$ cat src/rtl/mem_arb_pkg.sv
`default_nettype none
// ============================================================================
//  Module      : mem_arb_pkg
//  Description : Shared constants and state encoding for the unified memory
//                port arbiter (MemRW decode values, arbiter FSM states).
//  Revision    : 1.0 - initial release
// ============================================================================
package mem_arb_pkg;

    // Decoded MemRW control from the data-memory stage
    localparam logic [1:0] MEMRW_NONE = 2'b00;
    localparam logic [1:0] MEMRW_WR   = 2'b01;
    localparam logic [1:0] MEMRW_RD   = 2'b10;
    localparam logic [1:0] MEMRW_ILL  = 2'b11;

    // Arbiter sequencing states
    typedef enum logic [2:0] {
        ST_IDLE    = 3'd0,
        ST_DM_BUSY = 3'd1,
        ST_IF_BUSY = 3'd2,
        ST_RESP    = 3'd3,
        ST_HALTED  = 3'd4
    } arb_state_e;

endpackage
`default_nettype wire

$ cat src/rtl/mem_port_arbiter_if.sv
`default_nettype none
// ============================================================================
//  Module      : mem_port_arbiter_if
//  Description : Bundles the fetch, data-stage and memory-side signals of the
//                memory port arbiter. The arbiter uses the slave modport, the
//                surrounding pipeline/memory environment uses master.
//  Revision    : 1.0 - initial release
// ============================================================================
interface mem_port_arbiter_if #(
    parameter int ADDR_W = 16,
    parameter int DATA_W = 16
);
    // Instruction-fetch side
    logic              if_req;
    logic [ADDR_W-1:0] if_addr;
    logic              if_done;
    logic [DATA_W-1:0] if_rdata;
    // Data-memory stage side
    logic [1:0]        dm_memrw;
    logic [ADDR_W-1:0] dm_addr;
    logic [DATA_W-1:0] dm_wdata;
    logic              dm_done;
    logic [DATA_W-1:0] dm_rdata;
    // Pipeline control
    logic              halt;
    logic              stall;
    logic              halted;
    logic              err;
    // Memory port
    logic              mem_en;
    logic              mem_wr;
    logic [ADDR_W-1:0] mem_addr;
    logic [DATA_W-1:0] mem_wdata;
    logic [DATA_W-1:0] mem_rdata;
    logic              mem_done;

    modport slave (
        input  if_req, if_addr, dm_memrw, dm_addr, dm_wdata, halt,
               mem_rdata, mem_done,
        output if_done, if_rdata, dm_done, dm_rdata, stall, halted, err,
               mem_en, mem_wr, mem_addr, mem_wdata
    );

    modport master (
        output if_req, if_addr, dm_memrw, dm_addr, dm_wdata, halt,
               mem_rdata, mem_done,
        input  if_done, if_rdata, dm_done, dm_rdata, stall, halted, err,
               mem_en, mem_wr, mem_addr, mem_wdata
    );

endinterface
`default_nettype wire

$ cat src/rtl/mem_arb_perf_ctr.sv
`default_nettype none
// ============================================================================
//  Module      : mem_arb_perf_ctr
//  Description : Saturating event counter; sticks at all-ones.
//  Revision    : 1.0 - initial release
// ============================================================================
module mem_arb_perf_ctr #(
    parameter int W = 16
) (
    input  wire logic         clk,
    input  wire logic         rst,
    input  wire logic         inc,
    output logic      [W-1:0] cnt
);

    logic [W-1:0] cnt_q;
    logic [W-1:0] cnt_d;

    // Next count: increment on event unless already saturated
    always_comb begin
        cnt_d = cnt_q;
        if (inc && (cnt_q != {W{1'b1}})) begin
            cnt_d = cnt_q + W'(1);
        end
    end

    // Count register
    always_ff @(posedge clk or posedge rst) begin
        if (rst) begin
            cnt_q <= '0;
        end else begin
            cnt_q <= cnt_d;
        end
    end

    assign cnt = cnt_q;

endmodule
`default_nettype wire

$ cat src/rtl/mem_port_arbiter.sv
`default_nettype none
// ============================================================================
//  Module      : mem_port_arbiter
//  Description : Shares one variable-latency memory port between instruction
//                fetch and the data-memory stage. One access in flight at a
//                time: request -> issue -> wait-for-done -> respond. Data wins
//                over fetch (older instruction). Handles HALT drain.
//                Optional macro MEM_ARB_PERF_EN adds saturating performance
//                counters (fetch dones, data dones, stall cycles).
//  Revision    : 1.0 - initial release
// ============================================================================
module mem_port_arbiter
    import mem_arb_pkg::*;
#(
    parameter int ADDR_W = 16,
    parameter int DATA_W = 16,
    parameter int CNT_W  = 16
) (
    input  wire logic           clk,
    input  wire logic           rst,
    mem_port_arbiter_if.slave   bus
`ifdef MEM_ARB_PERF_EN
    ,
    output logic [CNT_W-1:0]    perf_if_cnt,
    output logic [CNT_W-1:0]    perf_dm_cnt,
    output logic [CNT_W-1:0]    perf_stall_cnt
`endif
);

    if (CNT_W < 1) begin : g_bad_cnt_w
        $error("CNT_W must be at least 1");
    end

    arb_state_e        state_q, state_d;
    logic              halt_pending_q, halt_pending_d;
    logic              mem_en_q, mem_en_d;
    logic              mem_wr_q, mem_wr_d;
    logic [ADDR_W-1:0] mem_addr_q, mem_addr_d;
    logic [DATA_W-1:0] mem_wdata_q, mem_wdata_d;
    logic              if_done_q, if_done_d;
    logic              dm_done_q, dm_done_d;
    logic [DATA_W-1:0] if_rdata_q, if_rdata_d;
    logic [DATA_W-1:0] dm_rdata_q, dm_rdata_d;
    logic              err_q, err_d;
    logic              dm_valid;

    // An illegal MemRW code is treated as no request
    assign dm_valid = (bus.dm_memrw == MEMRW_WR) || (bus.dm_memrw == MEMRW_RD);

    // Next-state and output computation for the sequencing FSM
    always_comb begin
        state_d        = state_q;
        halt_pending_d = halt_pending_q;
        mem_en_d       = 1'b0;
        mem_wr_d       = mem_wr_q;
        mem_addr_d     = mem_addr_q;
        mem_wdata_d    = mem_wdata_q;
        if_done_d      = 1'b0;
        dm_done_d      = 1'b0;
        if_rdata_d     = if_rdata_q;
        dm_rdata_d     = dm_rdata_q;
        err_d          = err_q | (bus.dm_memrw == MEMRW_ILL);

        // Remember a halt seen mid-access so the drain finishes first
        if (bus.halt && (state_q != ST_HALTED)) begin
            halt_pending_d = 1'b1;
        end

        case (state_q)
            ST_IDLE: begin
                if (dm_valid) begin
                    mem_addr_d  = bus.dm_addr;
                    mem_wdata_d = bus.dm_wdata;
                    mem_wr_d    = bus.dm_memrw[0];
                    mem_en_d    = 1'b1;
                    state_d     = ST_DM_BUSY;
                end else if (bus.halt || halt_pending_q) begin
                    state_d = ST_HALTED;
                end else if (bus.if_req) begin
                    mem_addr_d = bus.if_addr;
                    mem_wr_d   = 1'b0;
                    mem_en_d   = 1'b1;
                    state_d    = ST_IF_BUSY;
                end
            end
            ST_DM_BUSY: begin
                if (bus.mem_done) begin
                    if (!mem_wr_q) begin
                        dm_rdata_d = bus.mem_rdata;
                    end
                    dm_done_d = 1'b1;
                    state_d   = ST_RESP;
                end
            end
            ST_IF_BUSY: begin
                if (bus.mem_done) begin
                    if_rdata_d = bus.mem_rdata;
                    if_done_d  = 1'b1;
                    state_d    = ST_RESP;
                end
            end
            ST_RESP: begin
                // Requests are not sampled here; the done pulse is visible now
                if (halt_pending_q || bus.halt) begin
                    state_d = ST_HALTED;
                end else begin
                    state_d = ST_IDLE;
                end
            end
            ST_HALTED: begin
                state_d = ST_HALTED;
            end
            default: begin
                state_d = ST_IDLE;
            end
        endcase
    end

    // State and output registers; reset abandons any in-flight access
    always_ff @(posedge clk or posedge rst) begin
        if (rst) begin
            state_q        <= ST_IDLE;
            halt_pending_q <= 1'b0;
            mem_en_q       <= 1'b0;
            mem_wr_q       <= 1'b0;
            mem_addr_q     <= '0;
            mem_wdata_q    <= '0;
            if_done_q      <= 1'b0;
            dm_done_q      <= 1'b0;
            if_rdata_q     <= '0;
            dm_rdata_q     <= '0;
            err_q          <= 1'b0;
        end else begin
            state_q        <= state_d;
            halt_pending_q <= halt_pending_d;
            mem_en_q       <= mem_en_d;
            mem_wr_q       <= mem_wr_d;
            mem_addr_q     <= mem_addr_d;
            mem_wdata_q    <= mem_wdata_d;
            if_done_q      <= if_done_d;
            dm_done_q      <= dm_done_d;
            if_rdata_q     <= if_rdata_d;
            dm_rdata_q     <= dm_rdata_d;
            err_q          <= err_d;
        end
    end

    assign bus.mem_en    = mem_en_q;
    assign bus.mem_wr    = mem_wr_q;
    assign bus.mem_addr  = mem_addr_q;
    assign bus.mem_wdata = mem_wdata_q;
    assign bus.if_done   = if_done_q;
    assign bus.dm_done   = dm_done_q;
    assign bus.if_rdata  = if_rdata_q;
    assign bus.dm_rdata  = dm_rdata_q;
    assign bus.err       = err_q;
    assign bus.halted    = (state_q == ST_HALTED);
    assign bus.stall     = (bus.if_req && !if_done_q) ||
                           ((bus.dm_memrw != MEMRW_NONE) && !dm_done_q);

`ifdef MEM_ARB_PERF_EN
    logic perf_run;

    // Counters freeze once the core is halted
    assign perf_run = (state_q != ST_HALTED);

    mem_arb_perf_ctr #(.W(CNT_W)) u_perf_if (
        .clk (clk),
        .rst (rst),
        .inc (perf_run && if_done_q),
        .cnt (perf_if_cnt)
    );

    mem_arb_perf_ctr #(.W(CNT_W)) u_perf_dm (
        .clk (clk),
        .rst (rst),
        .inc (perf_run && dm_done_q),
        .cnt (perf_dm_cnt)
    );

    mem_arb_perf_ctr #(.W(CNT_W)) u_perf_stall (
        .clk (clk),
        .rst (rst),
        .inc (perf_run && bus.stall),
        .cnt (perf_stall_cnt)
    );
`endif

endmodule
`default_nettype wire

$ cat src/flat_wrapper.sv
// flat-port wrapper written by rule: the top's interface ports become plain ports
module mem_port_arbiter_flat import mem_arb_pkg::*;
#(
    parameter int ADDR_W = 16,
    parameter int DATA_W = 16,
    parameter int CNT_W  = 16
)
  (clk, rst, bus_if_req, bus_if_addr, bus_dm_memrw, bus_dm_addr, bus_dm_wdata, bus_halt, bus_mem_rdata, bus_mem_done, bus_if_done, bus_if_rdata, bus_dm_done, bus_dm_rdata, bus_stall, bus_halted, bus_err, bus_mem_en, bus_mem_wr, bus_mem_addr, bus_mem_wdata);
  mem_port_arbiter_if #(.ADDR_W(ADDR_W), .DATA_W(DATA_W)) bus_i ();
  input  wire logic clk;
  input  wire logic rst;
  input wire logic [$bits(bus_i.if_req)-1:0] bus_if_req;
  input wire logic [$bits(bus_i.if_addr)-1:0] bus_if_addr;
  input wire logic [$bits(bus_i.dm_memrw)-1:0] bus_dm_memrw;
  input wire logic [$bits(bus_i.dm_addr)-1:0] bus_dm_addr;
  input wire logic [$bits(bus_i.dm_wdata)-1:0] bus_dm_wdata;
  input wire logic [$bits(bus_i.halt)-1:0] bus_halt;
  input wire logic [$bits(bus_i.mem_rdata)-1:0] bus_mem_rdata;
  input wire logic [$bits(bus_i.mem_done)-1:0] bus_mem_done;
  output wire logic [$bits(bus_i.if_done)-1:0] bus_if_done;
  output wire logic [$bits(bus_i.if_rdata)-1:0] bus_if_rdata;
  output wire logic [$bits(bus_i.dm_done)-1:0] bus_dm_done;
  output wire logic [$bits(bus_i.dm_rdata)-1:0] bus_dm_rdata;
  output wire logic [$bits(bus_i.stall)-1:0] bus_stall;
  output wire logic [$bits(bus_i.halted)-1:0] bus_halted;
  output wire logic [$bits(bus_i.err)-1:0] bus_err;
  output wire logic [$bits(bus_i.mem_en)-1:0] bus_mem_en;
  output wire logic [$bits(bus_i.mem_wr)-1:0] bus_mem_wr;
  output wire logic [$bits(bus_i.mem_addr)-1:0] bus_mem_addr;
  output wire logic [$bits(bus_i.mem_wdata)-1:0] bus_mem_wdata;
  assign bus_i.if_req = bus_if_req;
  assign bus_i.if_addr = bus_if_addr;
  assign bus_i.dm_memrw = bus_dm_memrw;
  assign bus_i.dm_addr = bus_dm_addr;
  assign bus_i.dm_wdata = bus_dm_wdata;
  assign bus_i.halt = bus_halt;
  assign bus_i.mem_rdata = bus_mem_rdata;
  assign bus_i.mem_done = bus_mem_done;
  assign bus_if_done = bus_i.if_done;
  assign bus_if_rdata = bus_i.if_rdata;
  assign bus_dm_done = bus_i.dm_done;
  assign bus_dm_rdata = bus_i.dm_rdata;
  assign bus_stall = bus_i.stall;
  assign bus_halted = bus_i.halted;
  assign bus_err = bus_i.err;
  assign bus_mem_en = bus_i.mem_en;
  assign bus_mem_wr = bus_i.mem_wr;
  assign bus_mem_addr = bus_i.mem_addr;
  assign bus_mem_wdata = bus_i.mem_wdata;
  mem_port_arbiter #(.ADDR_W(ADDR_W), .DATA_W(DATA_W), .CNT_W(CNT_W)) u_core (.clk(clk), .rst(rst), .bus(bus_i));
endmodule
$ cat config.mk
export PLATFORM = sky130hd
export DESIGN_NAME = mem_port_arbiter_flat
export DESIGN_NICKNAME = d
export VERILOG_FILES = /design/src/rtl/mem_arb_pkg.sv /design/src/rtl/mem_port_arbiter_if.sv /design/src/rtl/mem_arb_perf_ctr.sv /design/src/rtl/mem_port_arbiter.sv /design/src/flat_wrapper.sv
export SDC_FILE = /design/constraint.sdc
export NUM_CORES = 1
export LEC_CHECK = 0
export ABC_CLOCK_PERIOD_IN_PS = 6860
export BUFFER_PORTS_ARGS = -buffer_cell sky130_fd_sc_hd__buf_2
export CORE_MARGIN = 5
export CORE_UTILIZATION = 33
export DETAILED_ROUTE_END_ITERATION = 8
export GPL_TIMING_DRIVEN = 0
export SETUP_SLACK_MARGIN = 0.2
export SYNTH_ARGS = -nofsm -noshare
export SYNTH_HDL_FRONTEND = slang
export SYNTH_SLANG_ARGS = --single-unit
$ cat constraint.sdc
create_clock -name clk -period 6.86 [get_ports clk]
set_clock_uncertainty 0.05 [all_clocks]
set_input_delay 1.715 -clock clk [delete_from_list [all_inputs] [get_ports clk]]
set_output_delay 1.715 -clock clk [all_outputs]
set_load 0.02 [all_outputs]
; Word level (Yosys, flattened, before mapping)
; Index checks and enable logic that the tools add are counted.
[word_totals]
reg_bits = 73
elab_cells = 60
[classes]
eq_ne = 11
n_mux = 19
n_bitwise = 2
reduce_logical = 17
[op_table]
columns = op, n
row1 = 2-to-1 mux 16 bit, 3
row2 = 2-to-1 mux 3 bit, 5
row3 = case mux 3 bit (4 select lines), 1
row4 = 2-to-1 mux 1 bit, 10
row5 = "equality test 3 x 2 -> 1 bit, second input constant", 2
row6 = AND reduction 2 bit, 3
row7 = AND reduction 3 bit, 2
row8 = "equality test 2 bit, second input constant", 2
row9 = "inequality test 2 x 1 -> 1 bit, second input constant", 2
row10 = "inequality test 4 x 2 -> 1 bit, second input constant", 1
row11 = nonzero test 2 bit, 2
row12 = "equality test 3 x 1 -> 1 bit, second input constant", 1
row13 = "equality test 3 bit, second input constant", 1
row14 = logical AND 1 bit, 3
row15 = logical NOT 3 bit, 1
row16 = logical OR 1 bit, 3
row17 = "inequality test 3 bit, second input constant", 1
row18 = "equality test 2 x 1 -> 1 bit, second input constant", 1
row19 = logical NOT 1 bit, 2
row20 = OR reduction 2 bit, 1
row21 = inverter 1 bit, 1
row22 = bitwise OR 1 bit, 1

; Longest topological paths before layout
; Gate-level depths: netlist (run 1).
[logic_depth]
depth_word = 4
depth_mapped = 7

; Least setup slack after synthesis (run 1)
; Ideal clock, no wire load.
[synth_path]
path_kind = input port to output port
from = input bus_dm_memrw[0]
to = output bus_stall
arrival_time_ns = 2.255
t_required_ns = 5.095
setup_slack_ns = 2.840
cell_stages = 3
cell_sequence = inv_1 > ha_1 > o22ai_1
[synth_via]
elab_chain_cells = 3
[synth_lines]
columns = item, line
row1 = start: declaration, flat_wrapper.sv:14  ; input wire logic [$bits(bus_i.dm_memrw)-1:0] bus_dm_memrw;
row2 = nonzero test 2 bit, mem_port_arbiter.sv:159  ; ((bus.dm_memrw != MEMRW_NONE) && !dm_done_q);
row3 = logical AND 1 bit, mem_port_arbiter.sv:159
row4 = logical OR 1 bit, mem_port_arbiter.sv:158  ; assign bus.stall = (bus.if_req && !if_done_q) ||
row5 = end: declaration, flat_wrapper.sv:24  ; output wire logic [$bits(bus_i.stall)-1:0] bus_stall;
; No other way between the ends.

; Final worst setup path (run 1)
; Ends and elaborated chain as after synthesis.

==> out/results.tsv, run 1 <==
stage	metric	value	unit
status	outcome	finished, final reports clean	
clock_tree	CTS Root Buffer Type	sky130_fd_sc_hd__clkbuf_8	
yosys	number of flops mapped to enable cells by yosys	0	
drt	post-route DRC violation count	0	
power	leakage power	2.11	nW
clock_tree	clock tree from TritonCTS	built	
yosys	net count after synthesis	298	
yosys	share of synthesized flip-flops with an asynchronous set or reset	1.00	
yosys	post-synthesis sequential element count	73	
floorplanning	die width	108	um
timing	unrepaired setup endpoints after global routing	no	
hold_path	class of the tightest hold or removal check	flop to flop	
drt	final routed wire length divided by cell count	15.9	um
floorplanning	site row count	35	
critical_path	Critical Path RT	5.10	ns
timing	Final Setup Violations	0	
drt	via count	2398	
clock_tree	number of buffers inserted by post-CTS setup repair	0	
yosys	main combinational cell family by area after synthesis	multiplexers	
global_routing	residual overflow from global routing	0	
power	Max IR drop VDD	0.168	mV
floorplanning	Core Area	9280	um2
timing	final period demand of the worst path	4.16	ns
floorplanning	starting density of the core	0.339	
critical_path	CP Launch Type	input port	
timing	max_slew headroom	0.563	
yosys	Synth Area in Simple Gates	0.0639	
layout	most frequent cells in the layout	146 x sky130_fd_sc_hd__buf_2, 73 x sky130_fd_sc_hd__dfrtp_1, 36 x sky130_fd_sc_hd__mux2_2, 13 x sky130_fd_sc_hd__mux2_4, 10 x sky130_fd_sc_hd__clkbuf_8	
yosys	xor/xnor cell area share of the yosys netlist	0	
drt	initial drt markers	84	
layout	# nets final	451	
placed_design	Final Wtd Congestion	0.739	
global_routing	first-pass GRT wire length	13000	um
placed_design	placement-stage worst setup slack	2.71	ns
timing	final critical-path share of the clock period	0.606	
clock_tree	clock transition time at the flip-flop clock pins of the worst setup and hold paths	0.07	ns
global_routing	number of antenna violations at the first check in global routing	0	
placed_design	half-perimeter wire length after placement	5870	um
yosys	Syn Std Cell Area	3150	um2
timing	crit path setup slack, layout	2.70	ns
clock_tree	total number of H-tree levels	3	
critical_path	Max Fanout on Critical Path	3	
drt	final wirelength	8110	um
layout	share of layout cells above drive strength 1	0.599	
timing	max-slew violation count	0	
floorplanning	number of top-level pins	142	
clock_tree	total clock buffers created by CTS	9	
floorplanning	die area	11600	um2
clock_tree	maximum clock path buffer count	2	
critical_path	worst endpoint data arrival time	2.39	ns
drt	first-pass iteration count of the detailed router	4	
critical_path	Setup crit end kind	output port	
timing	sum of negative setup slack	0	ns
global_routing	maximum number of pins on one net before global-route repair	73	
global_routing	GRT Resource Usage Total	0.142	
global_routing	vias in the first global route	2557	
clock_tree	Clk Latency, worst-skew pair	0.33	ns
yosys	adder and majority cell fraction of the synthesized area	0.0119	
yosys	Primary FF master, synth	sky130_fd_sc_hd__dfrtp_1	
drt	number of routed nets with antenna violations	0	
yosys	portion of the post-synthesis area used by sequential elements	0.580	
yosys	Avg Synthesized Cell Area	14.1	um2
timing	transition at the pin with the smallest max-transition slack	0.653	ns
run	number of violations of the max-capacitance limit	0	
yosys	yosys synthesis warning count	0	
yosys	number of cells produced by synthesis	224	
timing	count of final hold-check violations	0	
clock_tree	Num Clock Sinks	73	
layout	ANT cells	0	
layout	synth-to-layout area growth	34.7	%
power	power per standard cell area	476	nW/um2
yosys	library cells used by synthesis	33	
clock_tree	# resized after CTS	0	
timing	Fmax	240	MHz
drt	detailed-route vias per instance	4.69	
critical_path	Worst Path Class, Setup	input port to output port	
yosys	portion of netlist area occupied by mux cells	0.213	
floorplanning	Vert. Die Dim	108	um
placed_design	buffers added on ports	141	
layout	most common cell after layout, fill and taps aside	sky130_fd_sc_hd__buf_2	
clock_tree	hold-fix buffers at CTS	0	
yosys	post-synthesis compound-gate area fraction	0.0965	
timing	WHS	0.452	ns
-- through the flow --
stage	cells	total power, mW	utilization	area (um2)
2_1_floorplan	224	1.38	-	3150
3_3_place_gp	494	1.69	0.433	4020
3_5_place_dp	495	1.71	0.436	4050
4_1_cts	511	2.06	0.457	4250
5_1_grt	511	2.16	0.457	4250
6_report	511	2.02	0.457	4250
-- state kept, by name, indices dropped and copies added (netlist names) --
name and flops:
u_core.bus.if_done 1, u_core.bus.err 1, u_core.bus.mem_addr 16, u_core.bus.mem_wr 1, u_core.bus.dm_done 1, u_core.bus.dm_rdata 16, u_core.bus.if_rdata 16, u_core.bus.mem_en 1
u_core.state_q 3, u_core.halt_pending_q 1, u_core.bus.mem_wdata 16
-- report_power, final --
group | switching (mW) | internal (mW) | total [mW]
clock network | 0.156 | 0.177 | 0.333
logic | 0.524 | 0.412 | 0.935
registers | 0.120 | 0.634 | 0.754
total | 0.799 | 1.22 | 2.02
-- path summary, 6_finish.rpt --
kind | start | end | slack, ns | depth (start not counted)
worst max-delay path | bus_dm_memrw[0] | bus_stall | 2.70 | 5
worst min-delay path | u_core.bus.if_rdata[6]$_DFFE_PP0P_ | u_core.bus.if_rdata[6]$_DFFE_PP0P_ | 0.45 | 1
worst max register to register | u_core.state_q[0]$_DFFE_PP0P_ | u_core.bus.mem_addr[6]$_DFFE_PP0P_ | 4.83 | 4
worst min register to register | u_core.bus.if_rdata[6]$_DFFE_PP0P_ | u_core.bus.if_rdata[6]$_DFFE_PP0P_ | 0.45 | 1
max in group asynchronous | rst | u_core.bus.dm_rdata[3]$_DFFE_PP0P_ | 5.04 | 3
min in group asynchronous | rst | u_core.bus.dm_rdata[1]$_DFFE_PP0P_ | 1.18 | 2
-- routing by layer --
metal  track usage  vias up  wire (um)
met5             0        -          0
met4        0.0550        0        116
li1              -     1128          -
met2         0.225       87       3820
met1         0.186     1170       3580
met3        0.0372       13        599
-- worst max-delay path: stages --
cell and delay (ns):
sky130_fd_sc_hd__buf_2 0.12, sky130_fd_sc_hd__inv_1 0.05, sky130_fd_sc_hd__ha_1 0.22, sky130_fd_sc_hd__o22ai_1 0.11, sky130_fd_sc_hd__buf_2 0.18
-- cell families after synthesis --
family,after synthesis
buffers and inverters,22
adder cells (fa/ha/maj),3
flip-flops,73
AND/OR/NAND/NOR,28
AO/OA/AOI/OAI,42
multiplexers,56
-- final cells by class --
class	count	area [um2]
fill	901	5040
sequential	73	1830
multi-input combinational	129	1210
timing repair buffer	142	733
tap	129	161
clock buffer	11	141
buffer	15	85.1
clock inverter	5	55.1
inverter	7	28.8
-- synthesized netlist by cell type, types with 2 or more instances --
| cell | number | area, um2 |
|---|---|---|
| sky130_fd_sc_hd__ha_1 | 3 | 37.5 |
| sky130_fd_sc_hd__clkbuf_1 | 7 | 26.3 |
| sky130_fd_sc_hd__o21ai_0 | 3 | 15.0 |
| sky130_fd_sc_hd__buf_2 | 5 | 25.0 |
| sky130_fd_sc_hd__mux2_4 | 13 | 195 |
| sky130_fd_sc_hd__nand2_1 | 2 | 7.51 |
| sky130_fd_sc_hd__buf_6 | 3 | 33.8 |
| sky130_fd_sc_hd__o22ai_1 | 8 | 50.1 |
| sky130_fd_sc_hd__or4_1 | 7 | 52.6 |
| sky130_fd_sc_hd__a21oi_1 | 8 | 40.0 |
| sky130_fd_sc_hd__and2_1 | 9 | 56.3 |
| sky130_fd_sc_hd__a31o_2 | 9 | 78.8 |
| sky130_fd_sc_hd__inv_1 | 6 | 22.5 |
| sky130_fd_sc_hd__mux2_2 | 36 | 405 |
| sky130_fd_sc_hd__dfrtp_1 | 73 | 1830 |
| sky130_fd_sc_hd__a22o_1 | 9 | 78.8 |
| sky130_fd_sc_hd__mux2i_1 | 7 | 70.1 |
Power figures use the tool's default switching activity.
==> run 2, diff against run 1 <==
--- a/config.mk
+++ b/config.mk
@@ -5,7 +5,8 @@
 export SDC_FILE = /design/constraint.sdc
 export NUM_CORES = 1
 export LEC_CHECK = 0
-export ABC_CLOCK_PERIOD_IN_PS = 6860
+export ABC_AREA = 1
+export ABC_CLOCK_PERIOD_IN_PS = 3800
 export BUFFER_PORTS_ARGS = -buffer_cell sky130_fd_sc_hd__buf_2
 export CORE_MARGIN = 5
 export CORE_UTILIZATION = 33
==> constraint.sdc (replaced) <==
create_clock -name clk -period 3.8 [get_ports clk]
set_clock_uncertainty 0.05 [all_clocks]
set_input_delay 0.95 -clock clk [delete_from_list [all_inputs] [get_ports clk]]
set_output_delay 0.95 -clock clk [all_outputs]
set_load 0.02 [all_outputs]
==> run 2 against run 1 <==
Non-clock buffer count decreased by 1; area after synthesis increased by 0.24%; global-route usage increased by 0.44 points; setup slack got worse by 1.5 ns; via count increased by 18%; die area increased by 0.21%; sequential share of layout area increased by 0.19 points; synthesized cell count increased by 65%; sequential power increased by 72%; largest power group unchanged.
==> out/results.tsv, run 2 <==
stage	metric	value	unit	change
status	outcome	finished, final reports clean		
critical_path	Critical Path Source	bus_dm_memrw[0]		
floorplanning	die area	11600	um2	+0.21%
yosys	yosys synthesis warning count	0		unchanged
yosys	post-synthesis sequential element count	73		unchanged
clock_tree	hold-fix buffers at CTS	0		unchanged
clock_tree	number of buffers inserted by post-CTS setup repair	0		unchanged
yosys	leading cell types by total area after synthesis	sky130_fd_sc_hd__dfrtp_1 58%, sky130_fd_sc_hd__nand2_1 22%, sky130_fd_sc_hd__inv_1 3.3%, sky130_fd_sc_hd__o21ai_1 2.4%, sky130_fd_sc_hd__o21ai_0 2.1%		
timing	WHS	0.415	ns	-0.0378 ns
global_routing	GRT Resource Usage Total	0.147		+0.00437
critical_path	CP Launch Type	input port		
layout	ANT cells	0		unchanged
critical_path	CP max stage cell	sky130_fd_sc_hd__ha_1		
yosys	Primary FF master, synth	sky130_fd_sc_hd__dfrtp_1		
critical_path	worst endpoint data arrival time	1.62	ns	-0.77 ns
timing	transition at the pin with the smallest max-transition slack	0.394	ns	-0.259 ns
critical_path	Worst Path Class, Setup	input port to output port		
yosys	portion of the post-synthesis area used by sequential elements	0.578		-0.00138
layout	cell area after layout	4230	um2	-0.44%
critical_path	Critical Path RT	2.80	ns	-2.30 ns
yosys	library cells used by synthesis	22		-33%
run	number of violations of the max-capacitance limit	0		unchanged
floorplanning	die width	108	um	+0.11%
power	Max IR drop VDD	0.339	mV	+100%
power	leakage power	2.50	nW	+18%
clock_tree	Num Clock Sinks	73		unchanged
placed_design	placement-stage worst setup slack	1.17	ns	-1.54 ns
clock_tree	maximum clock path buffer count	2		unchanged
global_routing	first-pass GRT wire length	13700	um	+5.4%
clock_tree	total clock buffers created by CTS	9		unchanged
placed_design	number of instances in the placed design	640		+29%
yosys	number of cells produced by synthesis	369		+65%
clock_tree	CTS Root Buffer Type	sky130_fd_sc_hd__clkbuf_8		
power	power per standard cell area	791	nW/um2	+66%
hold_path	hold_sp	u_core.bus.err$_DFF_PP0_		
drt	first-pass iteration count of the detailed router	4		unchanged
timing	max_slew headroom	0.738		+0.174
placed_design	buffers added on ports	141		unchanged
floorplanning	site row count	35		unchanged
yosys	share of synthesized flip-flops with an asynchronous set or reset	1.00		unchanged
drt	detailed-route vias per instance	4.34		-7.6%
layout	# nets final	596		+32%
critical_path	number of buffer and inverter stages on the critical path	3		unchanged
drt	post-route DRC violation count	0		unchanged
timing	max-slew violation count	0		unchanged
timing	final critical-path share of the clock period	0.690		
placed_design	Final Wtd Congestion	0.777		+5.2%
timing	Final Setup Violations	0		unchanged
yosys	number of flops mapped to enable cells by yosys	0		unchanged
power	Total Power	3.34	mW	+65%
global_routing	maximum number of pins on one net before global-route repair	51		-30%
layout	non-filler cells, final	655		+28%
global_routing	residual overflow from global routing	0		unchanged
drt	number of routed nets with antenna violations	0		unchanged
yosys	net count after synthesis	443		+49%
timing	count of final hold-check violations	0		unchanged
layout	Fill cells	942		+4.6%
floorplanning	Vert. Die Dim	108	um	+0.11%
critical_path	Setup crit end kind	output port		
layout	most common cell after layout, fill and taps aside	sky130_fd_sc_hd__nand2_1		
timing	final period demand of the worst path	2.62	ns	
clock_tree	total number of H-tree levels	3		unchanged
layout	most frequent cells in the layout	188 x sky130_fd_sc_hd__nand2_1, 146 x sky130_fd_sc_hd__buf_2, 73 x sky130_fd_sc_hd__dfrtp_1, 27 x sky130_fd_sc_hd__inv_1, 15 x sky130_fd_sc_hd__o21ai_1		
floorplanning	starting density of the core	0.340		+0.000809
global_routing	number of antenna violations at the first check in global routing	0		unchanged
clock_tree	Clk Latency, worst-skew pair	0.34	ns	about the same
critical_path	Max Fanout on Critical Path	3		unchanged
drt	final wirelength	8170	um	+0.79%
layout	share of layout cells above drive strength 1	0.369		-0.231
yosys	most numerous cell in the Yosys netlist	sky130_fd_sc_hd__nand2_1		
clock_tree	clock tree from TritonCTS	built		
yosys	most instantiated cells after synthesis	188 x sky130_fd_sc_hd__nand2_1, 73 x sky130_fd_sc_hd__dfrtp_1, 28 x sky130_fd_sc_hd__inv_1		
timing	sum of negative setup slack	0	ns	unchanged
floorplanning	number of top-level pins	142		unchanged
layout	synth-to-layout area growth	33.8	%	
timing	crit path setup slack, layout	1.18	ns	-1.52 ns
critical_path	cells along the critical path	buf_2, inv_1, ha_1, o22ai_1, buf_2		
critical_path	category of cells accounting for the largest share of critical-path delay	buffers and inverters		
global_routing	vias in the first global route	2896		+13%
critical_path	source of the worst register-to-register timing path	u_core.state_q[0]$_DFFE_PP0P_		
floorplanning	Core Area	9280	um2	unchanged
yosys	cell taking the most area after synthesis	sky130_fd_sc_hd__dfrtp_1		
critical_path	stage delay of the slowest cell on the critical path	0.18	ns	-0.04 ns
clock_tree	# resized after CTS	0		unchanged
clock_tree	clock transition time at the flip-flop clock pins of the worst setup and hold paths	0.08	ns	about the same
timing	unrepaired setup endpoints after global routing	no		
placed_design	half-perimeter wire length after placement	6090	um	+3.8%
yosys	Avg Synthesized Cell Area	8.56	um2	-39%
yosys	Syn Std Cell Area	3160	um2	+0.24%
layout	Finished Core Util	0.455		-0.00202
drt	final routed wire length divided by cell count	12.5	um	-21%
hold_path	class of the tightest hold or removal check	flop to flop		
drt	via count	2841		+18%
critical_path	cell repeated most along the worst path	sky130_fd_sc_hd__buf_2		
placed_design	Cell Area, Placed	4060	um2	+0.19%
yosys	top cell type's share of synthesized area	0.578		-0.00138
drt	initial drt markers	133		+58%
timing	Fmax	381	MHz	
[run 2: cell count changes after synthesis, moves of 10 or more]
cell,before,now
sky130_fd_sc_hd__o21ai_0,3,13
sky130_fd_sc_hd__inv_1,6,28
sky130_fd_sc_hd__mux2_2,36,0
sky130_fd_sc_hd__o21ai_1,0,15
sky130_fd_sc_hd__mux2_4,13,0
sky130_fd_sc_hd__nand2_1,2,188
[run 2: power by group]
group / internal [mW] / switching, mW
clock network: 0.249 / 0.291
logic: 0.516 / 0.990
registers: 1.11 / 0.184
[run 2: path summary, 6_finish.rpt]
kind                       slack, ns  cells after the start                                   to
min in group asynchronous       0.51                      2  u_core.bus.mem_wdata[7]$_DFFE_PP0P_
hold reg to reg                 0.41                      1             u_core.bus.err$_DFF_PP0_
max in group asynchronous       2.63                      3   u_core.bus.mem_addr[7]$_DFFE_PP0P_
setup reg to reg                2.32                      6  u_core.bus.mem_wdata[6]$_DFFE_PP0P_
setup / recovery                1.18                      5                            bus_stall
hold / removal                  0.41                      1             u_core.bus.err$_DFF_PP0_
[run 2: area by class of cell]
type	count	area, um2	share of cell area
buffer	14	116	0.0275
clock buffer	10	138	0.0326
clock inverter	5	32.5	0.00770
inverter	33	126	0.0299
multi-input combinational	249	1090	0.258
sequential	73	1830	0.432
tap	129	161	0.0382
timing repair buffer	142	733	0.173
[run 2: cell families after synthesis]
kind of cell / synth area share
and+or+nand+nor: 0.268
adders and majority gates: 0.0119
buffers and inverters: 0.0760
DFF: 0.578
AOI/OAI and AO/OA: 0.0657
[run 2: per-layer routing]
layer	vias up	global-route usage	part of all wire
li1	1433	-	-
met1	1290	0.187	0.44
met2	109	0.230	0.44
met3	9	0.0564	0.10
met4	0	0.0460	0.011
met5	-	0	0
